File: src/rtl/reg_dump_reader_pkg.sv
// Shared definitions for register-file users: index width, register count and
// the dump reader's FSM state encoding.
package reg_dump_reader_pkg;

  localparam int REG_COUNT = 32;
  localparam int IDX_W     = 5;

  typedef enum logic [1:0] {
    IDLE = 2'd0,
    READ = 2'd1,
    SEND = 2'd2,
    DONE = 2'd3
  } state_e;

endpackage

File: src/rtl/reg_dump_reader.sv
// reg_dump_reader: walks a register-file read port from first_idx to last_idx
// (inclusive, wrapping 31 -> 0) and presents each word on a valid/ready port.
//
// Ports:
//   clk, rst          clock, synchronous active-high reset
//   start             begin a dump (only honoured in IDLE)
//   first_idx/last_idx  dump range, captured when start is accepted
//   abort             cancel a dump in progress (READ or SEND)
//   rf_rs / rf_data   register-file read address / combinational read data
//   out_valid/out_ready/out_index/out_data   word output handshake
//   busy              high in READ and SEND
//   done              one-cycle pulse after the last word is accepted
module reg_dump_reader
  import reg_dump_reader_pkg::*;
#(
  parameter int n = 32
) (
  input  logic             clk,
  input  logic             rst,
  input  logic             start,
  input  logic [IDX_W-1:0] first_idx,
  input  logic [IDX_W-1:0] last_idx,
  input  logic             abort,
  output logic [IDX_W-1:0] rf_rs,
  input  logic [n-1:0]     rf_data,
  output logic             out_valid,
  input  logic             out_ready,
  output logic [IDX_W-1:0] out_index,
  output logic [n-1:0]     out_data,
  output logic             busy,
  output logic             done
);

  state_e           state_q;
  logic [IDX_W-1:0] cur_q;
  logic [IDX_W-1:0] end_q;
  logic [IDX_W-1:0] out_index_q;
  logic [n-1:0]     out_data_q;
  logic             out_valid_q;
  logic             busy_q;
  logic             done_q;

  // The read port is only addressed while a word is being fetched.
  assign rf_rs     = (state_q == READ) ? cur_q : '0;
  assign out_valid = out_valid_q;
  assign out_index = out_index_q;
  assign out_data  = out_data_q;
  assign busy      = busy_q;
  assign done      = done_q;

  always_ff @(posedge clk) begin
    if (rst) begin
      state_q     <= IDLE;
      cur_q       <= '0;
      end_q       <= '0;
      out_index_q <= '0;
      out_data_q  <= '0;
      out_valid_q <= 1'b0;
      busy_q      <= 1'b0;
      done_q      <= 1'b0;
    end else begin
      done_q <= 1'b0;
      case (state_q)
        IDLE: begin
          if (start) begin
            cur_q   <= first_idx;
            end_q   <= last_idx;
            busy_q  <= 1'b1;
            state_q <= READ;
          end
        end
        READ: begin
          if (abort) begin
            busy_q  <= 1'b0;
            state_q <= IDLE;
          end else begin
            out_data_q  <= rf_data;
            out_index_q <= cur_q;
            out_valid_q <= 1'b1;
            state_q     <= SEND;
          end
        end
        SEND: begin
          // abort wins over a simultaneous handshake: the word is dropped.
          if (abort) begin
            out_valid_q <= 1'b0;
            busy_q      <= 1'b0;
            state_q     <= IDLE;
          end else if (out_ready) begin
            out_valid_q <= 1'b0;
            if (cur_q == end_q) begin
              busy_q  <= 1'b0;
              done_q  <= 1'b1;
              state_q <= DONE;
            end else begin
              cur_q   <= cur_q + 5'd1;  // natural 5-bit wrap 31 -> 0
              state_q <= READ;
            end
          end
        end
        DONE: begin
          state_q <= IDLE;
        end
        default: state_q <= IDLE;
      endcase
    end
  end

endmodule

File: config.mk
export PLATFORM = sky130hd
export DESIGN_NAME = reg_dump_reader
export DESIGN_NICKNAME = d
export VERILOG_FILES = /design/src/rtl/reg_dump_reader_pkg.sv /design/src/rtl/reg_dump_reader.sv
export SDC_FILE = /design/constraint.sdc
export NUM_CORES = 1
export LEC_CHECK = 0
export BUFFER_PORTS_ARGS = -buffer_cell sky130_fd_sc_hd__buf_2
export CAP_MARGIN = 20
export CORE_ASPECT_RATIO = 1.2
export CORE_MARGIN = 2
export CORE_UTILIZATION = 51
export CTS_CLUSTER_SIZE = 16
export DETAILED_ROUTE_END_ITERATION = 10
export PLACE_DENSITY = 0.87
export RECOVER_POWER = 100
export REMOVE_ABC_BUFFERS = 1
export SLEW_MARGIN = 20
export SYNTH_ARGS = -nofsm -noshare
export SYNTH_HDL_FRONTEND = slang
export SYNTH_SLANG_ARGS = --single-unit
File: constraint.sdc
create_clock -name clk -period 2.4 [get_ports clk]
set_input_delay 0.48 -clock clk [delete_from_list [all_inputs] [get_ports clk]]
set_output_delay 0.48 -clock clk [all_outputs]
set_load 0.03 [all_outputs]
**After elaboration in Yosys (flattened, before gate mapping)**

Cells that the tools add are included.

- Bits in registers: 52
- Input bits: 47
- Output and inout port bits: 45
- Word-level logic and storage cells: 58

- Add/subtract/negate cells: 1
- Equality and inequality tests: 12
- Mux-type cells: 23
- Bitwise logic cells: 3
- Reduce and logical (&&, ||, !) cells: 11

Operators by type and width:

| operator | number |
|---|---|
| 5-bit 2-to-1 mux | 5 |
| 2-bit != test (second input constant) | 6 |
| 2-bit 2-to-1 mux | 5 |
| 5-bit case mux with 2 select lines | 1 |
| 5-bit AND reduction | 2 |
| 1-bit 2-to-1 mux | 9 |
| 2-bit case mux with 4 select lines | 1 |
| 3-bit != test (second input constant) | 2 |
| 2-bit AND reduction | 3 |
| 5-bit by 1-bit adder with 5-bit output (second input constant) | 1 |
| 5-bit equality test | 1 |
| 2-bit equality test (second input constant) | 2 |
| 2-bit nonzero test | 2 |
| 4-bit OR reduction | 1 |
| 1-bit NOT | 3 |
| 1-bit case mux with 3 select lines | 1 |
| 3-bit AND reduction | 1 |
| 3-bit nonzero test | 1 |
| 2-bit by 1-bit equality test with 1-bit output (second input constant) | 1 |
| 2-bit zero test | 1 |
| 1-bit case mux with 2 select lines | 1 |

**Logic depth before layout (Yosys ltp)**

- Depth in word-level cells: 5
- Depth in mapped cells: 8
- Depth with buffers taken out: 7

**Worst setup path before layout**

No wires, ideal clock.

- Path type: register to register
- Start point: register state_q[0]
- End point: register cur_q[0]
- Library setup time: 0.119 ns
- Arrival time: 1.470 ns
- Required time: 2.281 ns
- Path slack: 0.812 ns
- Stages on the path, launching flop included: 9
- Buffers on the path: 1
- Clock period less this slack: 1.588 ns
- Path through: dfxtp_1 -> inv_1 -> ha_1 -> buf_2 -> nand2b_1 -> nand3_2 -> o21ai_4 -> nor2_2 -> o221a_1

- Longest elaborated chain between the ends: 3
- Elaborated cells on any way between the ends: 9
- Those cells by class: 5 x eq/ne; 1 x mux; 3 x reduce/logical

RTL lines:

| item | RTL line | text |
|---|---|---|
| start, declared | reg_dump_reader.sv:34 | `state_e state_q;` |
| start signal, assigned | reg_dump_reader.sv:53 | `state_q <= IDLE;` |
| start signal, assigned | reg_dump_reader.sv:69 | `state_q <= READ;` |
| start signal, assigned | reg_dump_reader.sv:75 | `state_q <= IDLE;` |
| 2-bit equality test or 2-bit zero test (tied branches) | reg_dump_reader.sv:63 | `case (state_q)` |
| 2-bit != test (no source line) or 2-bit nonzero test (tied branches) | - |  |
| 5-bit AND reduction (no source line) | - |  |
| end signal, assigned | reg_dump_reader.sv:66 | `cur_q <= first_idx;` |
| end signal, assigned | reg_dump_reader.sv:96 | `cur_q <= cur_q + 5'd1;` |
| end, declared | reg_dump_reader.sv:35 | `logic [IDX_W-1:0] cur_q;` |

Several ways; a longest one is shown, not always the timed one.
A chain may end at the register's enable or synchronous reset.

**Worst setup path in the final report**

- Start point: register state_q[1]
- End point: output rf_rs[3]

- Longest elaborated chain between the ends: 2

RTL lines:

| item | RTL line | text |
|---|---|---|
| 2-bit by 1-bit equality test with 1-bit output | reg_dump_reader.sv:44 | `assign rf_rs = (state_q == READ) ? cur_q : '0;` |
| 5-bit 2-to-1 mux | reg_dump_reader.sv:44 |  |
| end, declared | reg_dump_reader.sv:24 | `output logic [IDX_W-1:0] rf_rs,` |

Every way passes these cells.

==> flow_summary.ini <==
[route]
highest_layer = met4
vias = 2106
firstDrtPassIters = 4
viasPerCell = 5.11
wl_met3_um = 355
drc = 0
drt_iter0_markers = 143
met2_wirelength_um = 2440
routedWlPerCell_um = 12.3
wl_met1_um = 2220
ant_nets = 0
routed_wl_um = 5050

[global_routing]
grt_remaining_overflow = 0
grt_max_degree = 38
grt_pass1_wl_um = 8130
grt_pass1_vias = 1941
antenna_found_initial = 0
grt_usage = 0.201

[sta]
slew_headroom = 0.677
tightestPinTransition_ps = 485
setup_violations = 0
period_minus_slack_ps = 2080
hold_viol_final = 0
clock_skew_ps = 6.20
fin_ws_ps = 316
fmax_mhz = 480
rsz0062_at_grt = false
post-route-period-util = 0.868
whs_ps = 414
final-max-slew-violation-count = 0

[clock_tree]
cts_resized = 0
cts_setup_buffers = 0
clockBufferDepth = 2
cts_sinks = 52
root_buffer = clkbuf_8
cts_hold_buf = 0
clock_latency_ps = 290
cts_htree_levels = 2
cts_made_buffers = 5
clk_pin_slew_ps = 90
cts_tree = built

[setup_path]
path_max_fanout = 8
crit_path_end_kind = output pin
worst_setup_path_start_kind = register
worstPathArrival_ps = 1600
cp_data_required_time_ps = 1920
crit_type = register to output pin

[synthesis]
synth_top_area_frac = 0.468
ys_async_sr_fraction = 0
synth.avg_cell_area_um2 = 8.20
synth_edf_count = 0
yosysTopAreaCell = dfxtp_1
ys.flop_type = dfxtp_1
synth_cells = 271
yosys-top-cells-count = nand2_1 (86), dfxtp_1 (52), a21oi_1 (47)
synth_area_mm2 = 0.00222
synth_sequential_area_ratio = 0.468
synth_most_common_cell = nand2_1
synth-warning-count = 0
yosys_register_bits = 52
synth_cell_types = 39
synthTopCellsByArea = dfxtp_1 (47%), nand2_1 (15%), a21oi_1 (11%), ha_1 (3.4%), nand3_1 (1.8%)

[cells_and_area]
multi_input_area_mm2 = 0.00107
final_cell_area_mm2 = 0.00274
diodes = 0
fillers = 392
layout.nets = 409
area_delta_synth_final_pct = 23.5
regArea_mm2 = 0.00104
stdcell_count = 412
drive_gt1_frac = 0.180

[place]
hpwlAfterDp_um = 3620
dpl_cell_area_mm2 = 0.00269
gp_congestion = 0.789
io_buffers = 91
dpl_worst_slack_ps = 437
placed_cells = 405

[floorplanning]
die_area_mm2 = 0.00490
die_w_um = 64.3
ios = 92
die_y_um = 76.3
start_util = 0.525
rows = 26
coreArea_mm2 = 0.00423

[power]
powerDensity_mw_per_mm2 = 742
p_leak_nw = 1.07
ir_drop_v = 0.000332

[min_path]
min_path_type = primary input to register

[job]
max-cap-violations = 0

[outcome]
status = finished clean
metal layers:
metal | global-route usage | up-vias
met5 | 0 | -
met4 | 0.0681 | 0
met3 | 0.0325 | 7
met2 | 0.364 | 85
met1 | 0.238 | 951
li1 | - | 1063
worst max-delay path: stages (launching register included):
cell and delay, ps:
dfxtp_1 350, inv_1 110, ha_1 340, and2_2 200
clkbuf_1 310
logic make-up after synthesis:
logic type,Yosys count,synth area share
adder cells (fa/ha/maj),6,0.0338
multiplexers,4,0.0186
AND/OR/NAND/NOR,122,0.243
XOR/XNOR,5,0.0265
buffers and inverters,20,0.0428
AO/OA/AOI/OAI,62,0.167
flip-flops,52,0.468
report_power, final:
part	switching, mW	leakage (nW)	internal (mW)
Sequential	0.0462	0.424	0.917
Combinational	0.262	0.586	0.139
Clock	0.263	0.0642	0.410
Total	0.571	1.07	1.47
layout by cell type, fill, tap and decap left out, types with 4 or more instances in the layout:
cell type	Yosys	routed
ha_1	6	6
and2_1	4	4
nand2b_1	5	5
inv_1	4	4
clkbuf_8	0	5
nor2_1	7	8
a21oi_1	47	48
dfxtp_1	52	52
nand2_1	86	86
clkbuf_1	6	45
nand3_1	8	8
buf_2	7	46
state kept, by name, indices dropped and copies added (netlist names):
signal and cells:
out_valid 1, busy 1, state_q 2, out_index 5
done 1, out_data 32, cur_q 5, end_q 5
final cells by class:
class	instances	share of cell area
inverters	4	0.00547
clock inverters	2	0.0219
well taps	56	0.0255
clock buffers	5	0.0251
flip-flops and latches	52	0.379
multi-input cells	199	0.389
repair buffers	94	0.154
metrics by stage:
stage	util	power (mW)	setup TNS, ps
final	0.649	2.04	0
after global routing	0.649	2.14	0
after CTS	0.667	2.07	0
after detailed placement	0.637	1.40	0
after global placement	0.637	1.39	0
after floorplan	-	1.25	-122
worst paths after layout:
kind	startpoint	endpoint	slack (ps)	cells after the start
worst max-delay path	state_q[1]	rf_rs[3]	320	4
worst min-delay path	rf_data[2]	out_data[2]	410	3
worst max register to register	state_q[0]	busy	430	7
worst min register to register	out_index[1]	out_index[1]	460	2
Note: power is estimated with default switching activity, not from simulation.
